[src/rtl/risc_v_mike_mmio_arbiter.sv]
// risc_v_mike_mmio_arbiter
//
// Purpose:
//   Two-requester arbiter and sequencer for the MMIO peripheral port.
//   Requester 0 is the core data-memory MMIO path. Requester 1 is a
//   secondary master, such as a debug or DMA engine. Ownership of the
//   shared port is granted round-robin. Each grant drives exactly one
//   single-cycle downstream access. The read data comes back registered,
//   together with a one-cycle response strobe to the owner.
//
//   Sequence per transaction:
//     edge T    : arbitration samples the reqN_* inputs (IDLE or RESP)
//     cycle T+1 : ACCESS -> gntN pulse and downstream mmio access
//     cycle T+2 : RESP   -> rspN_val pulse with rsp_rdata valid
//   Back-to-back throughput is one access every two cycles.
//
// Optional feature (compile-time macro RISC_V_MIKE_MMIO_ARB_LOCK_EN):
//   When the macro is defined, an owner whose latched request carried
//   lock=1 keeps the port if it asks again in RESP. A counter bounds this
//   at LOCK_MAX consecutive locked grants while the other side waits.
//   When the macro is undefined, the reqN_lock inputs are ignored and
//   arbitration is pure round-robin.
//
// Ports:
//   clk, rst                 clock and synchronous active-high reset
//   reqN_val/wr/addr/wdata   request from requester N (held until gntN)
//   reqN_lock                keep ownership for the next request (lock build)
//   gntN                     one-cycle grant pulse (ACCESS cycle)
//   rspN_val                 one-cycle response pulse (RESP cycle)
//   rsp_rdata                shared registered response data (0 for writes)
//   mmio_val/wr/addr/wdata   downstream access, valid only in ACCESS
//   mmio_rdata               downstream combinational read data

module risc_v_mike_mmio_arbiter #(
  parameter int ADDR_W   = 32,
  parameter int DATA_W   = 32,
  parameter int LOCK_MAX = 4
) (
  input  logic              clk,
  input  logic              rst,
  input  logic              req0_val,
  input  logic              req0_wr,
  input  logic [ADDR_W-1:0] req0_addr,
  input  logic [DATA_W-1:0] req0_wdata,
  input  logic              req0_lock,
  input  logic              req1_val,
  input  logic              req1_wr,
  input  logic [ADDR_W-1:0] req1_addr,
  input  logic [DATA_W-1:0] req1_wdata,
  input  logic              req1_lock,
  output logic              gnt0,
  output logic              gnt1,
  output logic              rsp0_val,
  output logic              rsp1_val,
  output logic [DATA_W-1:0] rsp_rdata,
  output logic              mmio_val,
  output logic              mmio_wr,
  output logic [ADDR_W-1:0] mmio_addr,
  output logic [DATA_W-1:0] mmio_wdata,
  input  logic [DATA_W-1:0] mmio_rdata
);

  typedef enum logic [1:0] {
    IDLE   = 2'd0,
    ACCESS = 2'd1,
    RESP   = 2'd2
  } state_t;

  state_t            state;
  logic              owner;
  logic              last_owner;
  logic              lat_wr;
  logic [ADDR_W-1:0] lat_addr;
  logic [DATA_W-1:0] lat_wdata;
  logic [DATA_W-1:0] rdata_q;
  logic              gnt0_q;
  logic              gnt1_q;
  logic              rsp0_q;
  logic              rsp1_q;

  logic              win_val;
  logic              win_id;
  logic              win_wr;
  logic [ADDR_W-1:0] win_addr;
  logic [DATA_W-1:0] win_wdata;

`ifdef RISC_V_MIKE_MMIO_ARB_LOCK_EN
  localparam int              CNT_W   = (LOCK_MAX < 1) ? 1 : $clog2(LOCK_MAX + 1);
  localparam logic [CNT_W-1:0] CNT_MAX = CNT_W'(LOCK_MAX);
  localparam logic [CNT_W-1:0] CNT_ONE = CNT_W'(1);

  logic             lat_lock;
  logic [CNT_W-1:0] lock_cnt;
  logic [CNT_W-1:0] lock_cnt_nxt;
  logic             win_lock;
  logic             owner_req;
  logic             other_req;
`else
  // Without the lock feature, these inputs have no function.
  logic unused_lock;
  assign unused_lock = req0_lock ^ req1_lock ^ (LOCK_MAX != 0);
`endif

  // This block selects the winner from the inputs as they stand at the
  // arbitration edge. With a tie, the requester that did not own the
  // previous access wins. A locked owner may take precedence over that,
  // but only in RESP, and only until its lock budget runs out while the
  // other side is waiting.
  always_comb begin
    win_val = ((state == IDLE) || (state == RESP)) && (req0_val || req1_val);
    if (req0_val && req1_val) begin
      win_id = ~last_owner;
    end else begin
      win_id = req1_val;
    end

`ifdef RISC_V_MIKE_MMIO_ARB_LOCK_EN
    owner_req = owner ? req1_val : req0_val;
    other_req = owner ? req0_val : req1_val;
    if ((state == RESP) && lat_lock && owner_req &&
        !((lock_cnt >= CNT_MAX) && other_req)) begin
      win_id = owner;
    end
`endif

    win_wr    = win_id ? req1_wr    : req0_wr;
    win_addr  = win_id ? req1_addr  : req0_addr;
    win_wdata = win_id ? req1_wdata : req0_wdata;

`ifdef RISC_V_MIKE_MMIO_ARB_LOCK_EN
    // The counter tracks consecutive locked grants to the same owner.
    // It saturates so that it cannot wrap back under the limit.
    win_lock = win_id ? req1_lock : req0_lock;
    if (!win_lock) begin
      lock_cnt_nxt = '0;
    end else if (win_id != owner) begin
      lock_cnt_nxt = CNT_ONE;
    end else if (lock_cnt >= CNT_MAX) begin
      lock_cnt_nxt = lock_cnt;
    end else begin
      lock_cnt_nxt = lock_cnt + CNT_ONE;
    end
`endif
  end

  // This block holds the sequencer. A grant loads the request latch and
  // raises the grant strobe for the ACCESS cycle. ACCESS captures the
  // response data, with writes returning zero, and commits the
  // round-robin history. It then raises the response strobe for RESP.
  // Reset always wins, so any response that is in flight is dropped.
  always_ff @(posedge clk) begin
    if (rst) begin
      state      <= IDLE;
      owner      <= 1'b1;
      last_owner <= 1'b1;
      lat_wr     <= 1'b0;
      lat_addr   <= '0;
      lat_wdata  <= '0;
      rdata_q    <= '0;
      gnt0_q     <= 1'b0;
      gnt1_q     <= 1'b0;
      rsp0_q     <= 1'b0;
      rsp1_q     <= 1'b0;
`ifdef RISC_V_MIKE_MMIO_ARB_LOCK_EN
      lat_lock   <= 1'b0;
      lock_cnt   <= '0;
`endif
    end else begin
      gnt0_q <= 1'b0;
      gnt1_q <= 1'b0;
      rsp0_q <= 1'b0;
      rsp1_q <= 1'b0;
      case (state)
        IDLE, RESP: begin
          if (win_val) begin
            owner     <= win_id;
            lat_wr    <= win_wr;
            lat_addr  <= win_addr;
            lat_wdata <= win_wdata;
            gnt0_q    <= ~win_id;
            gnt1_q    <= win_id;
`ifdef RISC_V_MIKE_MMIO_ARB_LOCK_EN
            lat_lock  <= win_lock;
            lock_cnt  <= lock_cnt_nxt;
`endif
            state     <= ACCESS;
          end else begin
            state <= IDLE;
          end
        end
        ACCESS: begin
          rdata_q    <= lat_wr ? '0 : mmio_rdata;
          last_owner <= owner;
          rsp0_q     <= ~owner;
          rsp1_q     <= owner;
          state      <= RESP;
        end
        default: state <= IDLE;
      endcase
    end
  end

  // The strobes are gated by reset so that nothing is issued, granted or
  // answered in a reset cycle, even when reset arrives mid-access.
  assign gnt0       = gnt0_q & ~rst;
  assign gnt1       = gnt1_q & ~rst;
  assign rsp0_val   = rsp0_q & ~rst;
  assign rsp1_val   = rsp1_q & ~rst;
  assign rsp_rdata  = rdata_q;
  assign mmio_val   = (state == ACCESS) & ~rst;
  assign mmio_wr    = mmio_val & lat_wr;
  assign mmio_addr  = lat_addr;
  assign mmio_wdata = lat_wdata;

endmodule

[config.mk]
export PLATFORM = sky130hd
export DESIGN_NAME = risc_v_mike_mmio_arbiter
export DESIGN_NICKNAME = d
export VERILOG_FILES = /design/src/rtl/risc_v_mike_mmio_arbiter.sv
export SDC_FILE = /design/constraint.sdc
export NUM_CORES = 1
export LEC_CHECK = 0
export BUFFER_PORTS_ARGS = -buffer_cell sky130_fd_sc_hd__buf_2
export CAP_MARGIN = 25
export CELL_PAD_IN_SITES_DETAIL_PLACEMENT = 0
export CELL_PAD_IN_SITES_GLOBAL_PLACEMENT = 2
export CORE_ASPECT_RATIO = 0.5
export CORE_MARGIN = 3
export CORE_UTILIZATION = 25
export CTS_CLUSTER_SIZE = 28
export DETAILED_ROUTE_END_ITERATION = 7
export PLACE_DENSITY_LB_ADDON = 0.08
export SLEW_MARGIN = 20
export SYNTH_ARGS = -nofsm -noshare
export SYNTH_HDL_FRONTEND = slang
export SYNTH_SLANG_ARGS = --single-unit
[constraint.sdc]
create_clock -name clk -period 4.2 [get_ports clk]
set_input_delay 0.42 -clock clk [delete_from_list [all_inputs] [get_ports clk]]
set_output_delay 0.42 -clock clk [all_outputs]
set_load 0.01 [all_outputs]
# --- Word-level counts from Yosys, hierarchy flattened ---
# Index checks and enable logic that the tools add are counted.
# Widths: inputs -> output; s select.
op_classes:
  add_sub_neg: 0
  mul: 0
  n_div: 0
  order_cmp: 0
  n_eq_ne: 2
  n_shift: 0
  n_mux: 7
  bitwise: 13
  reduce_logical: 9
ops:
  columns: ["cell", "n"]
  rows:
  - ["$mux 32", 3]
  - ["$not 1->1", 7]
  - ["$and 1x1->1", 6]
  - ["$pmux 2 s2", 1]
  - ["$reduce_or 2->1", 2]
  - ["$mux 1", 3]
  - ["$reduce_or 3->1", 1]
  - ["$eq 2x1->1 const B", 1]
  - ["$eq 2x2->1 const B", 1]
  - ["$logic_and 1x1->1", 2]
  - ["$logic_not 2->1", 1]
  - ["$logic_or 1x1->1", 2]
  - ["$reduce_and 2->1", 1]
totals:
  register_bits: 105
  latch_bits: 0
  ramBits: 0
  mem_bits_ro: 0
  in_bits: 168
  out_inout_bits: 102
  wordCells: 42
  memories: 0

# --- Longest topological paths before layout ---
# Gate-level depths: netlist (run 1).
logic_depth:
  depth_word: 5
  depth_mapped: 6
  ltp_nobuf: 3

# --- Least setup slack after synthesis (run 1) ---
# No wires, ideal clock.
synth_timing:
  path_kind: "input to output"
  startpoint: "input rst"
  endpoint: "output mmio_wr"
  arrival_time_ps: 1228
  t_required_ps: 3780
  slack_ps: 2552
  path_stages: 4
  path_buffers: 1
  cell_sequence: "buf_4 or3b_4 inv_2 and2_1"
synth_between:
  elab_chain_cells: 3
synth_rtl:
  columns: ["element", "line_no", "source"]
  rows:
  - ["from (decl)", "40", "input logic rst,"]
  - ["$not 1->1", "210", "assign mmio_val = (state == ACCESS) & ~rst;"]
  - ["$and 1x1->1", "210", null]
  - ["named net mmio_val", "56", "output logic mmio_val,"]
  - ["$and 1x1->1", "211", "assign mmio_wr = mmio_val & lat_wr;"]
  - ["to (decl)", "57", "output logic mmio_wr,"]
# The timed path passes the listed nets, and every way through them passes these cells.

# --- Worst setup path after layout (run 1) ---
layout_timing:
  startpoint: "register state[0]"
  endpoint: "register lat_wdata[18], in the netlist mmio_wdata[18]"
layout_between:
  elab_chain_cells: 4
  word_cells_on_any_way: 6
  classes_between: "eq/ne (1); reduce/logical (5)"
layout_rtl:
  columns: ["element", "line_no", "source"]
  rows:
  - ["from (decl)", "69", "state_t state;"]
  - ["from (signal assigned)", "153", "state <= IDLE;"]
  - ["from (signal assigned)", "186", "state <= ACCESS;"]
  - ["from (signal assigned)", "188", "state <= IDLE;"]
  - ["$eq 2x2->1 / $logic_not 2->1 (equally long branches)", "110, 173", null]
  - ["$logic_or 1x1->1", "110", "win_val = ((state == IDLE) || (state == RESP)) && (req0_val || req1_val);"]
  - ["$logic_and 1x1->1", "110", null]
  - ["$reduce_and 2->1 (no source line) *", null, null]
  - ["to (signal assigned)", "179", "lat_wdata <= win_wdata;"]
  - ["to (decl)", "74", "logic [DATA_W-1:0] lat_wdata;"]
# Mark *: on every way between the ends. The rest lies on a longest branch, timed or not.
# A chain may end at the register's enable or synchronous reset.

==> results.sh, run 1 <==
export IMPL_cts_sinks=105
export IMPL_port_buffers=267
export IMPL_cp_endpoint="mmio_wdata[18]"
export IMPL_fin_setup_tns_ps=0
export IMPL_min_path_type="in2reg"
export IMPL_wl_per_cell_um=17.1
export IMPL_clk_pin_slew_worst_paths_ps=80
export IMPL_grt_first_pass_wirelength_um=20000
export IMPL_hpwl_um=9210
export IMPL_ir_drop_v=0.000179
export IMPL_synthCells=328
export IMPL_relSlewSlack_pct=41.2
export IMPL_synthFlopType="dfxtp_1"
export IMPL_report_final_slew_viol_count=0
export IMPL_synth_async_reset_ratio_pct=0
export IMPL_final_area_um2=5640
export IMPL_grt_antenna_before_repair=1
export IMPL_cp_startpoint="state[0]"
export IMPL_rows=31
export IMPL_layoutNonFillerInstCount=780
export IMPL_mappedNetlistArea_um2=3910
export IMPL_critPathBufInv=1
export IMPL_drive_gt1_share_pct=51.3
export IMPL_cpPeakStageDelay_ps=830
export IMPL_worstSetupEndpointType="flip-flop"
export IMPL_grt_max_degree=67
export IMPL_run_status="completed"
export IMPL_via_count=3705
export IMPL_path_cells="o21ba_2 > buf_4 > nor3b_1 > a221o_1"
export IMPL_cp_arrival_ps=2390
export IMPL_power_density_nw_per_um2=420
export IMPL_syn_num_nets=496
export IMPL_wl_met2_um=6240
export IMPL_power_total_mw=2.37
export IMPL_clkLatencyLatePin_ps=340
export IMPL_htreeDepth=3
export IMPL_crit_family="compound AO/OA/AOI/OAI gates"
export IMPL_die_w_um=183
export IMPL_fmax_mhz=463
export IMPL_cp_required_ps=4430
export IMPL_die_area_um2=17300
export IMPL_placedCellCount=763
export IMPL_final_nets=744
export IMPL_clk_path_buf_depth=2
export IMPL_avgSynthCellArea_um2=11.9
export IMPL_place_gp_congestion=0.713
export IMPL_die_y_um=94.5
export IMPL_reg2reg_setup_slack_ps=2040
export IMPL_globalRouteOverflowTotal=0
export IMPL_leakage_nw=2.70
export IMPL_nFillCells=1539
export IMPL_cts_made_buffers=9
export IMPL_antenna_left=0
export IMPL_wl_met1_um=5480
export IMPL_worstReg2RegEnd="mmio_wdata[18]"
export IMPL_whs_ps=281
export IMPL_area_growth_pct=44.1
export IMPL_initial_core_util_pct=26.3
export IMPL_root_buffer="clkbuf_16"
export IMPL_coreArea_um2=14900
export IMPL_routed_top_layer="met5"
export IMPL_drv_cap=0
export IMPL_fin_crit_ps=2160
export IMPL_slowest_stage="o21ba_2"
export IMPL_synth_edf_count=0
export IMPL_fin_skew_ps=8.96
export IMPL_grt_pass1_vias=3746
export IMPL_place_area_um2=5320
export IMPL_synth_seq_cells=105
export IMPL_ys_types=23
export IMPL_rsz0062_at_grt="no"
export IMPL_reg2regPathDepth=4
export IMPL_cts_tree="done"
export IMPL_yosysSeqAreaShare_pct=53.7
export IMPL_via_per_inst=4.75
export IMPL_routed_wl_um=13400
export IMPL_wl_met3_um=1410
export IMPL_post_cts_resized=0
export IMPL_synth_warning_count=0
export IMPL_r2r_start="state[0]"
export IMPL_post_cts_buffers=0
export IMPL_pin_count=270
export IMPL_tightestPinTransition_ps=881
export IMPL_crit_type="reg2reg"
export IMPL_dr_first_iter_drc_count=108
export IMPL_grt_use_total_pct=14.7
export IMPL_crit_fanout=35
export IMPL_cts_hold_buf=0
export IMPL_hold_viol_final=0
export IMPL_hold_start="mmio_rdata[27]"
export IMPL_setup_violations=0
export IMPL_startpoint_type="flip-flop"
export IMPL_post_route_period_util_pct=51.4
export IMPL_cp_num_cells=4
export IMPL_drc=0
export IMPL_first_pass_iters=4
## power breakdown
part	internal (mW)	switching [mW]	total, mW	leakage [nW]
registers	1.07	0.0331	1.11	0.864
logic	0.184	0.183	0.367	1.69
clock network	0.487	0.407	0.894	0.147
## registers in the layout (all words and copies together), names as in the netlist
signal,flops
mmio_addr,32
mmio_wdata,32
rsp_rdata,32
state,2
gnt0_q,1
gnt1_q,1
last_owner,1
lat_wr,1
owner,1
rsp0_q,1
rsp1_q,1
## kinds of logic (layout without fill, tap and decap cells)
logic type / after synthesis / after routing / synth area share, %
simple gates: 81 / 81 / 15.1
flops: 105 / 105 / 53.7
compound gates: 101 / 101 / 25.1
buf+inv: 41 / 294 / 6.17
other cells: 0 / 1 / 0
## metrics by stage
| stage | worst slack (ps) | utilization [%] |
|---|---|---|
| after floorplan | 2550 | - |
| after global placement | 1900 | 35.7 |
| after CTS | 1990 | 37.8 |
| after detailed placement | 1910 | 35.7 |
| final | 2040 | 37.9 |
| after global routing | 1890 | 37.8 |
## cells in the final DEF, fill, tap and decap left out, types with 2 or more instances in the layout
master	n
buf_2	267
buf_4	6
nor3b_1	65
a221o_1	65
inv_2	3
clkbuf_16	9
inv_1	2
nor2b_1	4
dfxtp_1	105
nor2_1	4
clkinvlp_4	2
a22o_1	32
## cell type report
cell class	instances	area (um2)	area share [%]
diodes	1	2.50	0.0444
well taps	198	248	4.39
clock buffers	10	239	4.24
flip-flops and latches	105	2100	37.3
inverters	5	18.8	0.333
repair buffers	273	1380	24.5
clock inverters	6	73.8	1.31
multi-input cells	182	1570	27.9
## worst min path at each step
stage | to | slack, ps | cells after the start
floorplan | rsp1_q | 420 | 2
global placement | rsp_rdata[15] | 460 | 1
detailed placement | rsp1_q | 460 | 2
CTS | rsp_rdata[27] | 260 | 2
global route | rsp_rdata[26] | 260 | 2
finish | rsp_rdata[27] | 280 | 2
## per-layer routing
layer | vias to the layer above | global-route usage [%]
li1 | 1783 | -
met1 | 1749 | 16.9
met2 | 156 | 24.2
met3 | 15 | 7.58
met4 | 2 | 4.31
met5 | - | 0
## synth_stat cells (all sizes together), types with 5 or more instances
cell type	count	area share, %
buf	22	4.3
a22o	32	7.2
nor3b	65	12
inv	5	0.48
nor2	5	0.67
nor2b	5	0.80
dfxtp	105	54
clkbuf	14	1.3
a221o	65	17
No activity file was read; power rests on OpenSTA's default activity.
==> run 2: changes to the inputs <==
Settings changed: CORE_UTILIZATION 25 to 21.
Clock period 4.2 ns to 1.8 ns, I/O delays scaled along.
==> run 2 against run 1 <==
  * Sequential power rose by 130%
  * Clock-buffer cell count did not move
  * Largest power group unchanged
  * Clock power rose by 150%
  * First-iteration DRC count fell by 16%
  * Die area rose by 18%
  * Global-route usage fell by 1.7 points
  * Design area rose by 3.2%
  * Total power rose by 140%
  * Worst setup slack got worse by 1900 ps
  * Critical path depth did not move
==> results.sh, run 2 (same netlist as run 1, synthesis figures left out) <==
export IMPL_slowest_stage="or3b_4"
export IMPL_first_pass_iters=4
export IMPL_drc=0
export IMPL_via_count=3671
export IMPL_post_route_worst_setup_slack_ps=142
export IMPL_die_y_um=103
export IMPL_r2r_start="state[0]"
export IMPL_pin_count=270
export IMPL_leakage_nw=2.76
export IMPL_die_area_um2=20400
export IMPL_clk_path_buf_depth=2
export IMPL_fin_setup_tns_ps=0
export IMPL_crit_fanout=5
export IMPL_initial_core_util_pct=22.0
export IMPL_final_cell_mix="267 x buf_2, 104 x dfxtp_1, 65 x nor3b_1, 65 x a221o_1, 32 x a22o_1"
export IMPL_coreArea_um2=17800
export IMPL_min_path_type="in2reg"
export IMPL_report_final_slew_viol_count=0
export IMPL_reg2reg_setup_slack_ps=380
export IMPL_rsz0062_at_grt="no"
export IMPL_grt_max_degree=39
export IMPL_port_buffers=267
export IMPL_setup_violations=0
export IMPL_crit_type="reg2out"
export IMPL_fmax_mhz=603
export IMPL_crit_family="simple AND/OR/NAND/NOR gates"
export IMPL_final_common_cell="buf_2"
export IMPL_dr_first_iter_drc_count=91
export IMPL_via_per_inst=4.48
export IMPL_clk_pin_slew_worst_paths_ps=70
export IMPL_nFillCells=1904
export IMPL_whs_endpoint="rsp_rdata[21]"
export IMPL_grt_antenna_before_repair=0
export IMPL_worstReg2RegEnd="mmio_addr[28]"
export IMPL_rows=34
export IMPL_hold_depth=2
export IMPL_worstSetupEndpointType="primary output"
export IMPL_tightestPinTransition_ps=497
export IMPL_reg2regPathDepth=4
export IMPL_fin_crit_ps=1660
export IMPL_cts_hold_buf=0
export IMPL_final_nets=748
export IMPL_run_status="completed"
export IMPL_hold_start="mmio_rdata[21]"
export IMPL_path_cells="or3b_4 > inv_2 > and2_1 > buf_2"
export IMPL_cp_required_ps=1620
export IMPL_cts_made_buffers=9
export IMPL_clkLatencyLatePin_ps=350
export IMPL_dp_slack_ps=263
export IMPL_globalRouteOverflowTotal=0
export IMPL_multi_input_area_um2=1570
export IMPL_ff_latch_area_um2=2100
export IMPL_grt_first_pass_wirelength_um=20200
export IMPL_startpoint_type="flip-flop"
export IMPL_die_w_um=199
export IMPL_antenna_left=0
export IMPL_power_density_nw_per_um2=979
export IMPL_root_buffer="clkbuf_16"
export IMPL_relSlewSlack_pct=66.7
export IMPL_routed_wl_um=14000
export IMPL_hpwl_um=9940
export IMPL_grt_use_total_pct=13.0
export IMPL_cts_tree="done"
export IMPL_critPathBufInv=2
export IMPL_drv_cap=0
export IMPL_wl_per_cell_um=17.0
export IMPL_place_gp_congestion=0.703
export IMPL_drive_gt1_share_pct=51.8
export IMPL_cp_arrival_ps=1480
export IMPL_ir_drop_v=0.000384
export IMPL_post_route_period_util_pct=92.1
export IMPL_fin_skew_ps=5.05
export IMPL_cts_sinks=105
export IMPL_area_growth_pct=48.7
export IMPL_cpPeakStageDelay_ps=440
export IMPL_fin_util_pct=32.6
export IMPL_hold_viol_final=0
export IMPL_htreeDepth=3
export IMPL_grt_pass1_vias=3636
## run 2: worst max-delay path by stage
stage,startpoint,endpoint,slack (ps),depth (start not counted)
floorplan,state[0],mmio_addr[24],430,5
detailed placement,rst,mmio_addr[24],260,5
CTS,state[0],mmio_wr,20,4
global placement,rst,mmio_addr[1],280,5
finish,state[0],mmio_wr,140,4
global route,state[0],mmio_wr,50,4
## run 2: worst reg2reg max path: cells and delay by family (launching register included)
kind | cells | cell delay, ps
compound gates | 1 | 400
buf+inv | 1 | 250
flops | 1 | 380
simple gates | 2 | 270
## run 2: per-stage QoR
stage	hold slack, ps	total power [mW]	cell area [um2]	instances
after CTS	14.6	5.82	5810	819
after global placement	391	3.55	5490	803
after global routing	14.7	5.98	5820	819
after floorplan	290	3.08	3910	328
after detailed placement	394	3.55	5490	803
final	40.9	5.69	5820	820
## run 2: where the power goes
part	internal, mW	leakage, nW	switching (mW)
logic	0.462	1.74	0.441
clock network	1.26	0.159	0.947
registers	2.50	0.864	0.0775
total	4.23	2.76	1.47
## run 2: area by class of cell
type | count | share of cell area [%]
Sequential cell | 105 | 36.2
Antenna cell | 1 | 0.0430
Inverter | 5 | 0.323
Tap cell | 234 | 5.03
Clock inverter | 6 | 1.55
Timing Repair Buffer | 277 | 25.8
Clock buffer | 10 | 4.11
Multi-Input combinational cell | 182 | 27.0
## run 2: what timing repair did
action / 4_1_cts / 5_1_grt
gates resized for setup: 0 / 1
setup endpoints to repair: 0 / 1
setup buffers: 0 / 0
## run 2: layer usage
layer,global-route usage [%],part of all wire [%],vias up
met4,2.91,1.1,0
met1,15.6,42,1738
met2,21.2,47,128
li1,-,-,1792
met3,6.59,10,13
met5,0,0,-
==> run 3: changes to the inputs <==
Settings changed: ABC_AREA set to 1, CORE_UTILIZATION 21 to 19.
==> run 3 against run 2 <==
  * Critical endpoint unchanged
  * Area after synthesis increased by 17%
  * Flip-flop and latch count stayed put
  * Critical path type unchanged
  * Combinational power up 24%
  * Die area up 28%
  * Via count is 38% higher
  * Largest power group unchanged
  * Clock-buffer cell count decreased by 1
==> results.sh, run 3 <==
export IMPL_clk_path_buf_depth=2
export IMPL_reg2reg_setup_slack_ps=330
export IMPL_grt_pass1_vias=4967
export IMPL_post_route_period_util_pct=92.5
export IMPL_synth_async_reset_ratio_pct=0
export IMPL_wl_per_cell_um=15.3
export IMPL_yosysMostFrequentCell="nand2_1"
export IMPL_synth_edf_count=0
export IMPL_hpwl_um=13000
export IMPL_ys_types=19
export IMPL_grt_antenna_before_repair=2
export IMPL_synthCells=645
export IMPL_routed_wl_um=18800
export IMPL_drv_cap=0
export IMPL_drive_gt1_share_pct=34.3
export IMPL_final_cell_mix="276 x nand2_1, 267 x buf_2, 162 x nand3_1, 104 x dfxtp_1, 24 x dlygate4sd3_1"
export IMPL_mappedNetlistArea_um2=4580
export IMPL_cp_num_cells=7
export IMPL_power_density_nw_per_um2=869
export IMPL_worstReg2RegEnd="rsp_rdata[19]"
export IMPL_globalRouteOverflowTotal=0
export IMPL_area_growth_pct=46.6
export IMPL_leakage_nw=3.69
export IMPL_r2r_start="state[0]"
export IMPL_fin_crit_ps=1660
export IMPL_path_cells="inv_2 > nor2_2 > inv_2 > nor2_8 > inv_1 > nor2_1 > buf_2"
export IMPL_fmax_mhz=601
export IMPL_cts_made_buffers=9
export IMPL_first_pass_iters=6
export IMPL_synth_warning_count=0
export IMPL_yosysTopAreaCell="dfxtp_1"
export IMPL_final_nets=1081
export IMPL_critPathBufInv=4
export IMPL_crit_type="reg2out"
export IMPL_fin_skew_ps=4.05
export IMPL_grt_first_pass_wirelength_um=28700
export IMPL_relSlewSlack_pct=70.5
export IMPL_slowest_stage="dfxtp_4"
export IMPL_yosys_top_cells_count="276 x nand2_1, 162 x nand3_1, 105 x dfxtp_1"
export IMPL_avgSynthCellArea_um2=7.10
export IMPL_multi_input_area_um2=2110
export IMPL_synth_top_area_share_pct=45.9
export IMPL_via_per_inst=4.13
export IMPL_grt_use_total_pct=14.4
export IMPL_min_path_type="in2reg"
export IMPL_cp_arrival_ps=1480
export IMPL_pin_count=270
export IMPL_htreeDepth=3
export IMPL_synthTopCellsByArea="dfxtp_1 46%, nand2_1 23%, nand3_1 18%"
export IMPL_crit_fanout=3
export IMPL_report_final_slew_viol_count=0
export IMPL_cp_endpoint="mmio_wr"
export IMPL_final_common_cell="nand2_1"
export IMPL_worstSetupEndpointType="primary output"
export IMPL_whs_ps=25.2
export IMPL_crit_family="flip-flops"
export IMPL_cp_required_ps=1620
export IMPL_run_status="completed"
export IMPL_clk_pin_slew_worst_paths_ps=80
export IMPL_reg2regPathDepth=9
export IMPL_setup_violations=0
export IMPL_cp_startpoint="state[0]"
export IMPL_drc=0
export IMPL_cts_sinks=105
export IMPL_cpPeakStageDelay_ps=380
export IMPL_die_area_um2=26100
export IMPL_root_buffer="clkbuf_16"
export IMPL_hold_viol_final=0
export IMPL_antenna_left=0
export IMPL_syn_num_nets=813
export IMPL_ir_drop_v=0.000410
export IMPL_fin_setup_tns_ps=0
export IMPL_cts_tree="done"
export IMPL_coreArea_um2=23200
export IMPL_dr_first_iter_drc_count=206
export IMPL_die_w_um=225
export IMPL_yosysSeqAreaShare_pct=45.9
export IMPL_startpoint_type="flip-flop"
export IMPL_via_count=5067
export IMPL_initial_core_util_pct=19.7
export IMPL_ff_latch_area_um2=2110
export IMPL_die_y_um=116
export IMPL_grt_max_degree=66
export IMPL_port_buffers=267
export IMPL_place_gp_congestion=0.732
export IMPL_clkLatencyLatePin_ps=370
export IMPL_path_common_cell="inv_2"
export IMPL_synth_seq_cells=105
export IMPL_tightestPinTransition_ps=443
export IMPL_synthFlopType="dfxtp_1"
export IMPL_nFillCells=2623
export IMPL_rsz0062_at_grt="no"
export IMPL_rows=39
## run 3: changes by cell type after synthesis, moves of 5 or more
| cell | previous run | this run |
|---|---|---|
| buf_6 | 8 | 14 |
| nand3_1 | 0 | 162 |
| clkbuf_1 | 14 | 8 |
| a221o_1 | 65 | 0 |
| buf_2 | 10 | 21 |
| nor2_1 | 4 | 10 |
| nand2_1 | 1 | 276 |
| nor3b_1 | 65 | 0 |
| a22o_1 | 32 | 0 |
| buf_1 | 0 | 5 |
| nor2b_1 | 5 | 0 |
| nand4_1 | 0 | 16 |
| inv_1 | 2 | 8 |
## run 3: power breakdown
group,total [mW],switching (mW),internal (mW)
Combinational,1.12,0.660,0.465
Sequential,2.59,0.0863,2.50
Clock,2.12,1.02,1.09
Total,5.83,1.77,4.06
## run 3: area by class of cell
class	instances	area share [%]
antenna	1	0.0373
inverter	11	0.615
timing repair buffer	308	26.3
clock buffer	9	3.36
multi-input combinational	478	31.4
tap	307	5.72
sequential	105	31.4
clock inverter	7	1.16
## run 3: stage by stage
| stage | setup WS (ps) | instances | utilization [%] | power [mW] | instance area, um2 |
|---|---|---|---|---|---|
| detailed placement | 264 | 1183 | 26.5 | 3.75 | 6150 |
| finish | 136 | 1226 | 28.9 | 5.83 | 6710 |
| floorplan | 566 | 645 | - | 3.22 | 4580 |
| global route | 0.299 | 1226 | 28.9 | 6.19 | 6710 |
| global placement | 293 | 1183 | 26.5 | 3.76 | 6150 |
| CTS | 51.7 | 1225 | 28.9 | 5.98 | 6710 |
## run 3: what timing repair did
item,4_1_cts,5_1_grt
pin swaps,1,0
hold buffers,24,0
resized for setup,1,1
endpoints found under the setup margin,1,1
endpoints found under the hold margin,24,0
setup buffers,2,0
## run 3: worst min path at each step
stage,slack (ps),startpoint,cells after the start,end
final,30,mmio_rdata[18],3,rsp_rdata[18]
after global routing,20,mmio_rdata[25],3,rsp_rdata[25]
after global placement,400,mmio_rdata[30],3,rsp_rdata[30]
after detailed placement,410,mmio_rdata[5],3,rsp_rdata[5]
after floorplan,310,mmio_rdata[0],2,rsp_rdata[0]
after CTS,0.04,req1_addr[6],3,mmio_addr[6]
## run 3: layer usage
| metal | wire (um) | vias up | global-route usage [%] |
|---|---|---|---|
| li1 | - | 2630 | - |
| met1 | 8490 | 2296 | 18.1 |
| met2 | 8890 | 122 | 23.6 |
| met3 | 1060 | 17 | 4.40 |
| met4 | 303 | 2 | 5.37 |
| met5 | 11 | - | 0 |
## run 3: cell families (layout without fill, tap and decap cells)
| kind of cell | count (synthesis) | count (layout) | synth area share (%) |
|---|---|---|---|
| buffers and inverters | 62 | 335 | 8.20 |
| other | 0 | 1 | 0 |
| flip-flops | 105 | 105 | 45.9 |
| AO/OA/AOI/OAI | 1 | 1 | 0.109 |
| AND/OR/NAND/NOR | 477 | 477 | 45.8 |
## run 3: worst min-delay path, cell delays in order
cell and delay, ps:
buf_2 80, nand3_1 70, nand2_1 50
